--- src/rtl/vxe_vpu_cmd_rx_pkg.sv ---
// Shared definitions for the VPU command receiver: field widths, opcode
// classes, output FSM states and the buffered command record.
package vxe_vpu_cmd_rx_pkg;

  localparam int unsigned OP_W = 5;
  localparam int unsigned TH_W = 3;
  localparam int unsigned PL_W = 48;

  localparam logic [OP_W-1:0] OP_NOP     = 5'b00000;
  localparam logic [OP_W-1:0] OP_BARRIER = 5'b11111;

  typedef enum logic [1:0] {
    ST_IDLE,
    ST_SEND,
    ST_BARR
  } state_t;

  typedef struct packed {
    logic [OP_W-1:0] op;
    logic [TH_W-1:0] th;
    logic [PL_W-1:0] pl;
  } cmd_t;

  function automatic logic is_nop(input logic [OP_W-1:0] op);
    return op == OP_NOP;
  endfunction

  function automatic logic is_barrier(input logic [OP_W-1:0] op);
    return op == OP_BARRIER;
  endfunction

  // 10xxx and 11000..11110; BARRIER is the only defined 1xxxx code.
  function automatic logic is_reserved(input logic [OP_W-1:0] op);
    return op[OP_W-1] && (op != OP_BARRIER);
  endfunction

endpackage

--- src/rtl/vxe_vpu_cmd_rx_fifo.sv ---
// Generic synchronous FIFO with extra-MSB pointers for full/empty detection
// and asynchronous active-high reset of the pointers.
module vxe_vpu_cmd_fifo #(
  parameter int unsigned WIDTH      = 56,
  parameter int unsigned DEPTH_LOG2 = 2
) (
  input  logic             clk,
  input  logic             rst,
  input  logic             wr,
  input  logic [WIDTH-1:0] wdata,
  input  logic             rd,
  output logic [WIDTH-1:0] rdata,
  output logic             empty,
  output logic             full
);

  localparam int unsigned DEPTH = 1 << DEPTH_LOG2;

  logic [WIDTH-1:0]    mem [DEPTH];
  logic [DEPTH_LOG2:0] wptr;
  logic [DEPTH_LOG2:0] rptr;
  logic                do_wr;
  logic                do_rd;

  assign empty = (wptr == rptr);
  assign full  = (wptr[DEPTH_LOG2] != rptr[DEPTH_LOG2]) &&
                 (wptr[DEPTH_LOG2-1:0] == rptr[DEPTH_LOG2-1:0]);
  assign do_wr = wr && !full;
  assign do_rd = rd && !empty;
  assign rdata = mem[rptr[DEPTH_LOG2-1:0]];

  always_ff @(posedge clk or posedge rst) begin
    if (rst) begin
      wptr <= '0;
      rptr <= '0;
    end else begin
      if (do_wr) wptr <= wptr + 1'b1;
      if (do_rd) rptr <= rptr + 1'b1;
    end
  end

  always_ff @(posedge clk) begin
    if (do_wr) mem[wptr[DEPTH_LOG2-1:0]] <= wdata;
  end

endmodule

--- src/rtl/vxe_vpu_cmd_rx.sv ---
// VPU command receiver: buffers CU beats and hands them to VPU threads.
// Optional macro VXE_VPU_CMDRX_OPCHECK_EN drops reserved opcodes with an o_err pulse.
module vxe_vpu_cmd_rx
  import vxe_vpu_cmd_rx_pkg::*;
#(
  parameter int unsigned FIFO_DEPTH_LOG2 = 2,
  parameter int unsigned NTHREADS        = 8
) (
  input  logic                clk,
  input  logic                rst,
  input  logic [OP_W-1:0]     i_cmd_op,
  input  logic [TH_W-1:0]     i_cmd_th,
  input  logic [PL_W-1:0]     i_cmd_pl,
  input  logic                i_cmd_wr,
  output logic                o_cmd_rdy,
  output logic [NTHREADS-1:0] o_thr_we,
  output logic [OP_W-1:0]     o_thr_op,
  output logic [PL_W-1:0]     o_thr_pl,
  input  logic [NTHREADS-1:0] i_thr_rdy,
  input  logic [NTHREADS-1:0] i_thr_busy,
  output logic                o_busy,
  output logic                o_err
);

  state_t              state, state_n;
  cmd_t                push_cmd, head;
  logic                fifo_empty, fifo_full;
  logic                pop;
  logic                fwd;
  logic [TH_W-1:0]     th_q, th_n;
  logic [NTHREADS-1:0] we_n;
  logic [OP_W-1:0]     op_n;
  logic [PL_W-1:0]     pl_n;

  assign push_cmd = '{op: i_cmd_op, th: i_cmd_th, pl: i_cmd_pl};

  vxe_vpu_cmd_fifo #(
    .WIDTH      ($bits(cmd_t)),
    .DEPTH_LOG2 (FIFO_DEPTH_LOG2)
  ) u_fifo (
    .clk   (clk),
    .rst   (rst),
    .wr    (i_cmd_wr),
    .wdata (push_cmd),
    .rd    (pop),
    .rdata (head),
    .empty (fifo_empty),
    .full  (fifo_full)
  );

  assign o_cmd_rdy = !fifo_full;
  assign o_busy    = !fifo_empty || (state != ST_IDLE) || (|i_thr_busy);

`ifdef VXE_VPU_CMDRX_OPCHECK_EN
  logic err_n;
  assign fwd = !fifo_empty && !is_nop(head.op) && !is_barrier(head.op) &&
               !is_reserved(head.op);
`else
  assign fwd = !fifo_empty && !is_nop(head.op) && !is_barrier(head.op);
  assign o_err = 1'b0;
`endif

  always_comb begin
    state_n = state;
    we_n    = o_thr_we;
    op_n    = o_thr_op;
    pl_n    = o_thr_pl;
    th_n    = th_q;
    pop     = 1'b0;
`ifdef VXE_VPU_CMDRX_OPCHECK_EN
    err_n   = 1'b0;
`endif
    case (state)
      ST_IDLE: begin
        if (!fifo_empty) begin
          if (is_nop(head.op)) begin
            pop = 1'b1;
          end else if (is_barrier(head.op)) begin
            state_n = ST_BARR;
`ifdef VXE_VPU_CMDRX_OPCHECK_EN
          end else if (is_reserved(head.op)) begin
            pop   = 1'b1;
            err_n = 1'b1;
`endif
          end else begin
            pop     = 1'b1;
            we_n    = NTHREADS'(1) << head.th;
            op_n    = head.op;
            pl_n    = head.pl;
            th_n    = head.th;
            state_n = ST_SEND;
          end
        end
      end
      ST_SEND: begin
        // Chain straight into the next forwardable head to avoid a bubble.
        if (i_thr_rdy[th_q]) begin
          if (fwd) begin
            pop  = 1'b1;
            we_n = NTHREADS'(1) << head.th;
            op_n = head.op;
            pl_n = head.pl;
            th_n = head.th;
          end else begin
            we_n    = '0;
            state_n = ST_IDLE;
          end
        end
      end
      ST_BARR: begin
        if (i_thr_busy == '0) begin
          pop     = 1'b1;
          state_n = ST_IDLE;
        end
      end
      default: state_n = ST_IDLE;
    endcase
  end

  always_ff @(posedge clk or posedge rst) begin
    if (rst) begin
      state    <= ST_IDLE;
      o_thr_we <= '0;
      o_thr_op <= '0;
      o_thr_pl <= '0;
      th_q     <= '0;
    end else begin
      state    <= state_n;
      o_thr_we <= we_n;
      o_thr_op <= op_n;
      o_thr_pl <= pl_n;
      th_q     <= th_n;
    end
  end

`ifdef VXE_VPU_CMDRX_OPCHECK_EN
  always_ff @(posedge clk or posedge rst) begin
    if (rst) o_err <= 1'b0;
    else     o_err <= err_n;
  end
`endif

endmodule

--- config.mk ---
export PLATFORM = sky130hd
export DESIGN_NAME = vxe_vpu_cmd_rx
export DESIGN_NICKNAME = d
export VERILOG_FILES = /design/src/rtl/vxe_vpu_cmd_rx_pkg.sv /design/src/rtl/vxe_vpu_cmd_rx_fifo.sv /design/src/rtl/vxe_vpu_cmd_rx.sv
export SDC_FILE = /design/constraint.sdc
export NUM_CORES = 1
export LEC_CHECK = 0
export CAP_MARGIN = 20
export CORE_MARGIN = 2
export CORE_UTILIZATION = 55
export CTS_CLUSTER_DIAMETER = 80
export CTS_CLUSTER_SIZE = 14
export DETAILED_ROUTE_END_ITERATION = 16
export DONT_BUFFER_PORTS = 1
export PLACE_DENSITY = 0.83
export SYNTH_ARGS = -nofsm -noshare
export SYNTH_HDL_FRONTEND = slang
export SYNTH_SLANG_ARGS = --single-unit
--- constraint.sdc ---
create_clock -name clk -period 2.9 [get_ports clk]
set_clock_uncertainty 0.2 [all_clocks]
set_input_delay 0.58 -clock clk [delete_from_list [all_inputs] [get_ports clk]]
set_output_delay 0.58 -clock clk [all_outputs]
set_load 0.05 [all_outputs]
**After elaboration in Yosys (flattened, before gate mapping)**

Memory sizes are Yosys's and may differ from the RTL's.
Cells that the tools add are included.
W data, S select, Z words.

- Register bits after elaboration: 72
- Bits in latches: 0
- RAM bits: 224
- Bits in read-only memories: 0
- Input bits: 75
- Logic and storage cells: 87
- Memories: 1

- $add $sub $neg: 2
- Multiply operators: 0
- Divide/modulo/power cells: 0
- Magnitude comparators: 1
- Eq/ne operators: 13
- Shifts and indexed selects: 1
- Muxes and demuxes: 42
- Bitwise gates (word level): 0
- Reductions and logical operators: 20

Memories:

| name | words | bits a word | rd ports | clocked after memory_dff | write ports | RTL line | RTL |
|---|---|---|---|---|---|---|---|
| u_fifo.mem | 4 | 56 | 1 | 0 | 1 | vxe_vpu_cmd_rx_fifo.sv:19 | `logic [WIDTH-1:0] mem [DEPTH];` |

Operators with widths:

| cell | count |
|---|---|
| $mux W48 | 5 |
| $pmux W48 S2 | 1 |
| $mux W8 | 5 |
| $mux W5 | 5 |
| $pmux W8 S2 | 1 |
| $mux W3 | 5 |
| $ne A2 B2 Y1 const B | 7 |
| $mux W2 | 6 |
| $pmux W5 S2 | 1 |
| $reduce_and A5 Y1 | 2 |
| $mux W1 | 9 |
| $logic_not A8 Y1 | 1 |
| $reduce_or A8 Y1 | 1 |
| $shl A1 B3 Y8 const A | 1 |
| $add A3 B1 Y3 const B | 2 |
| $pmux W2 S3 | 1 |
| $pmux W3 S2 | 1 |
| $reduce_and A6 Y1 | 1 |
| $eq A5 B5 Y1 const B | 1 |
| $logic_and A1 B1 Y1 | 5 |
| $logic_not A5 Y1 | 1 |
| $logic_not A1 Y1 | 4 |
| $lt A3 B4 Y1 const B | 1 |
| $reduce_bool A2 Y1 | 2 |
| other kinds (9) | 10 |

**Logic depth before layout (Yosys ltp)**

An unclocked memory read counts as a cell.

- Depth after elaboration: 9
- Gate-level depth with buffers: 9
- Mapped depth without buffers: 6

**Hierarchy**

From an unflattened synthesis, not the netlist that was laid out.

- Cells, all modules: 528
- Area total of the unflattened synthesis: 11532.3 um^2

By module, submodules not included:

| module | times used | cells each | area an instance (um^2) | sequential area each (um^2) |
|---|---|---|---|---|
| vxe_vpu_cmd_fifo | 1 | 343 | 8594.5 | 6876.6 |
| vxe_vpu_cmd_rx | 1 | 185 | 2937.8 | 1651.6 |

**Least setup slack after synthesis**

Ideal clock, no wire load.

- Path kind: reg2reg
- Start: reg u_fifo.rptr[0]
- End: mem u_fifo.mem[3][0] (enable)
- Arrival: 2.802 ns
- Data required time: 2.278 ns
- Path slack: -0.524 ns
- Cell stages (with the launch flop): 7
- Cell sequence: dfrtp_1 > buf_6 > buf_6 > xor2_1 > nor2_1 > nand2_1 > and3_1

- Cells in the longest elaborated chain, start to end: 6

RTL lines:

| element | RTL line | RTL |
|---|---|---|
| from (decl) | vxe_vpu_cmd_rx_fifo.sv:21 | `logic [DEPTH_LOG2:0] rptr;` |
| from (signal assigned) | vxe_vpu_cmd_rx_fifo.sv:38 | `if (do_rd) rptr <= rptr + 1'b1;` |
| $eq A2 B2 Y1 | vxe_vpu_cmd_rx_fifo.sv:27 | `(wptr[DEPTH_LOG2-1:0] == rptr[DEPTH_LOG2-1:0]);` |
| $logic_and A1 B1 Y1 | vxe_vpu_cmd_rx_fifo.sv:26 | `assign full = (wptr[DEPTH_LOG2] != rptr[DEPTH_LOG2]) &&` |
| $logic_not A1 Y1 | n/a |  |
| via o_cmd_rdy | vxe_vpu_cmd_rx.sv:15 | `output logic o_cmd_rdy,` |
| $logic_and A1 B1 Y1 | vxe_vpu_cmd_rx_fifo.sv:28 | `assign do_wr = wr && !full;` |
| $mux W1 | vxe_vpu_cmd_rx_fifo.sv:43 | `if (do_wr) mem[wptr[DEPTH_LOG2-1:0]] <= wdata;` |
| $mux W1 (not written as such) | vxe_vpu_cmd_rx_fifo.sv:43 |  |
| to (decl) | vxe_vpu_cmd_rx_fifo.sv:19 |  |

The timed path passes the listed nets, and every way through them passes these cells.

**Final worst setup path**

- Start: reg u_fifo.rptr[0]
- End: reg o_thr_we[6]

- Cells in the longest elaborated chain, start to end: 8

RTL lines:

| element | RTL line | RTL |
|---|---|---|
| $mem_v2 Z4 W56 | n/a |  |
| $logic_not A5 Y1 | vxe_vpu_cmd_rx_pkg.sv:25 | `return op == OP_NOP;` |
| $logic_not A1 Y1 | vxe_vpu_cmd_rx.sv:59 | `assign fwd = !fifo_empty && !is_nop(head.op) && !is_barrier(head.op);` |
| $logic_and A1 B1 Y1 (2 in series) | vxe_vpu_cmd_rx.sv:59 |  |
| $mux W8 | vxe_vpu_cmd_rx.sv:98 | `if (fwd) begin` |
| $mux W8 | vxe_vpu_cmd_rx.sv:97 | `if (i_thr_rdy[th_q]) begin` |
| $pmux W8 S2 | vxe_vpu_cmd_rx.sv:73 | `case (state)` |
| to (signal assigned) | vxe_vpu_cmd_rx.sv:129 | `o_thr_we <= we_n;` |
| to (decl) | vxe_vpu_cmd_rx.sv:16 | `output logic [NTHREADS-1:0] o_thr_we,` |

Parallel ways exist; a longest one is shown, timed or not. The select of a mux whose other input is x is not followed.
A chain may end at the register's enable or synchronous reset.

==> impl_metrics.ini <==
[outcome]
outcome = complete, no violations

[detailed_routing]
detailedRoute.firstPassIterationCount = 4
totalWireLength_um = 21440
drcViolationCount = 0
routed_via_density = 5.894
drt-initial-drc-count = 324
detail-route-antenna-nets = 0
dr_total_vias = 5210
detail_route.wl_per_cell_um = 24.25

[cells_and_area]
post-route-util = 0.6469
final_layout_size_suffix_gt1_frac = 0.2720
final_net_count = 675
diodes = 0
layout-area-overhead-vs-synth_pct = 14.93

[synthesis]
post_synthesis_mean_instance_area_sq_um = 22.27
synthesis.nets = 593
gate_count_after_technology_mapping = 513
synth_edf_count = 224
yosys_warnings = 0
asyncSetResetFlopFracSynth = 0.2432
synth_top_area_cell = sky130_fd_sc_hd__edfxtp_1
postSynthRegisterBits = 296
synth.cell_area_sq_mm = 0.01143
synthDominantCellAreaShare = 0.5887
dominant_synthesized_flop_cell = sky130_fd_sc_hd__edfxtp_1
synth_most_common_cell = sky130_fd_sc_hd__edfxtp_1
yosys-top-cells-count = 224 x sky130_fd_sc_hd__edfxtp_1, 72 x sky130_fd_sc_hd__dfrtp_1, 56 x sky130_fd_sc_hd__mux4_2
synth.lib_cells_used.distinct = 39
seq_area_frac_synth = 0.7464
yosys-top-cells-area = sky130_fd_sc_hd__edfxtp_1 59%, sky130_fd_sc_hd__dfrtp_1 16%, sky130_fd_sc_hd__mux4_2 11%

[clock_network]
worstSkewPairLatency_ps = 530
numCtsBuffers = 25
tritoncts = done
clk_path_buf_depth = 3
cts.clk_slew.worst_paths_ps = 70
number_of_h_tree_levels = 1
root_buffer = sky130_fd_sc_hd__clkbuf_16
clock-sinks = 296

[power_and_ir_drop]
power.share.sequential = 0.472
comb_power_share = 0.347
power.leakage_nw = 4.712
cell_internal_pwr_mw = 10.72
power_switching_mw = 6.135
total_power_density_per_cell_area_mw_per_mm2 = 1283
power.ir.vdd_worst_uv = 813.8
post-layout-total-power_mw = 16.85
power_switching_share = 0.3641
share_clk_of_total_power = 0.181

[global_routing]
grt_usage = 0.2007
grt.busiest_layer = met2
grt_start_max_net_pins = 45
globalRouteMet3Util = 0.05552
first_pass_grt_wire_length_um = 33290
grt_antenna_before_repair = 0
grt.met1_usage = 0.2582
overflow = 0
grt_pass1_vias = 5705
met2_use_gr = 0.3442

[timing]
maximum_frequency_from_static_timing_analysis_ghz = 0.3621
final_period_minus_worst_setup_slack_ps = 2762
rsz0062_at_grt = no
max_slew.worst_pin.slew_ps = 852.8
timing.final.setup_violations = 0
slew_headroom = 0.4308
ratio_of_final_minimum_period_to_clock_period = 0.9523
slew_violations = 0
hold_slack_ps = 138.3
report.final.hold_viol_count = 0
finalSetupTns_ps = 0

[place]
port-buffer-count = 0
finalWeightedCongestion = 0.7848
place_hpwl_um = 12310

[setup_path]
worstSetupStartpointType = flip-flop
worstPathRequired_ps = 3100
critPathMaxFanout = 24
path_class = reg2reg
depth_of_the_most_critical_reg_to_reg_path = 8
timing.critical_path.to_type = flip-flop
arrival_ps = 2960
worstSetupStartpoint = u_fifo.rptr[0]$_DFFE_PP0P_
regToRegStartpoint = u_fifo.rptr[0]$_DFFE_PP0P_
rrSetupSlack_ps = 140
critical_path.reg2reg.endpoint = o_thr_we[6]$_DFFE_PP0P_
crit_path_end = o_thr_we[6]$_DFFE_PP0P_

[run]
cap_viol_max_count = 0

[floorplan]
die_area_sq_mm = 0.02194
std_cell_rows = 52
top_level_ports = 139
initial_core_util = 0.5629
floorplan.die.height_um = 148.1
chipWidth_um = 148.1
core_region_sq_mm = 0.02030

[worst_hold_path]
worstHoldStart = i_cmd_wr
hold_path_class = in2reg
-- stage by stage --
stage               setup WS [ps]  instances  area (sq um)
detailed placement          32.00        779         11820
global placement            125.7        779         11820
global route                12.46        884         13130
finish                      138.3        884         13130
CTS                         21.99        882         13110
floorplan                   98.08        513         11430
-- area by class of cell --
cell class,count,area [sq um]
fill,1337,7168
inverter,6,23.77
clock inverter,2,25.02
sequential,296,8533
timing repair buffer,78,828.3
clock buffer,44,696.9
tap,270,337.8
multi-input combinational,188,2686
-- registers in the layout (all words and copies together) (netlist names) --
signal,flops
state,2
u_fifo.mem,224
o_thr_we,8
u_fifo.wptr,3
u_fifo.rptr,3
o_thr_op,5
th_q,3
o_thr_pl,48
-- routing by layer --
metal	vias up	part of all wire
li1	2236	-
met2	198	0.51
met5	-	0
met4	0	0.019
met1	2742	0.39
met3	34	0.077
-- worst min path at each step --
stage,depth (start not counted),end,slack [ps]
finish,2,u_fifo.wptr[0]$_DFFE_PP0P_,140
global route,2,u_fifo.wptr[0]$_DFFE_PP0P_,120
CTS,2,u_fifo.wptr[0]$_DFFE_PP0P_,100
detailed placement,1,u_fifo.wptr[2]$_DFFE_PP0P_,290
global placement,1,u_fifo.wptr[2]$_DFFE_PP0P_,280
floorplan,1,u_fifo.wptr[2]$_DFFE_PP0P_,260
-- repair_timing --
item | 4_1_cts | 5_1_grt
hold buffers | 57 | 0
endpoints found under the hold margin | 265 | 0
setup buffers | 0 | 2
gates resized for setup | 0 | 1
setup endpoints to repair | 0 | 63
-- power by group through the flow --
stage                     Combinational [mW]  Clock [mW]  Sequential (mW)
final                                   5.85        3.05             7.95
after global routing                    6.26        3.28             8.07
after CTS                               5.85        3.09             7.97
after detailed placement                5.73           0             8.04
after global placement                  5.50           0             7.97
after floorplan                         4.97           0             7.73
-- cell usage in the layout, fill, tap and decap left out, types with 2 or more instances in the layout --
cell type / instances
sky130_fd_sc_hd__or4_1: 2
sky130_fd_sc_hd__dfrtp_1: 70
sky130_fd_sc_hd__and3_2: 4
sky130_fd_sc_hd__o21ai_0: 2
sky130_fd_sc_hd__a21oi_1: 2
sky130_fd_sc_hd__nand2_1: 7
sky130_fd_sc_hd__mux2_4: 50
sky130_fd_sc_hd__a31o_1: 8
sky130_fd_sc_hd__nand3_1: 3
sky130_fd_sc_hd__buf_4: 13
sky130_fd_sc_hd__clkbuf_1: 19
sky130_fd_sc_hd__edfxtp_1: 224
sky130_fd_sc_hd__nand3b_1: 3
sky130_fd_sc_hd__and4b_1: 3
sky130_fd_sc_hd__xnor2_1: 3
sky130_fd_sc_hd__dlygate4sd3_1: 57
sky130_fd_sc_hd__and3_1: 3
sky130_fd_sc_hd__clkbuf_16: 25
sky130_fd_sc_hd__mux4_2: 56
sky130_fd_sc_hd__buf_12: 8
sky130_fd_sc_hd__ha_1: 5
sky130_fd_sc_hd__inv_1: 4
sky130_fd_sc_hd__mux2i_1: 4
sky130_fd_sc_hd__nor2_1: 9
sky130_fd_sc_hd__xor2_1: 4
sky130_fd_sc_hd__mux2_1: 7
-- cell families (layout without fill, tap and decap cells) --
logic type | Yosys count | after routing | share of synthesized area
flip-flops | 296 | 296 | 0.7464
multiplexers | 117 | 117 | 0.1865
AND/OR/NAND/NOR | 43 | 43 | 0.02453
buffers and inverters | 29 | 130 | 0.01971
AO/OA/AOI/OAI | 15 | 15 | 0.01172
XOR/XNOR | 7 | 7 | 0.005366
adder cells (fa/ha/maj) | 5 | 5 | 0.005475
other | 1 | 1 | 0.0003282
-- critical path, cell delays in order (launching register included) --
cell and delay, ps:
sky130_fd_sc_hd__dfrtp_4 490, sky130_fd_sc_hd__mux4_2 570, sky130_fd_sc_hd__nor4_4 310, sky130_fd_sc_hd__a21oi_1 120, sky130_fd_sc_hd__nor4b_4 140, sky130_fd_sc_hd__buf_4 190
sky130_fd_sc_hd__buf_12 170, sky130_fd_sc_hd__and4b_1 230, sky130_fd_sc_hd__a31o_1 200
No activity file was read; power rests on OpenSTA's default activity.
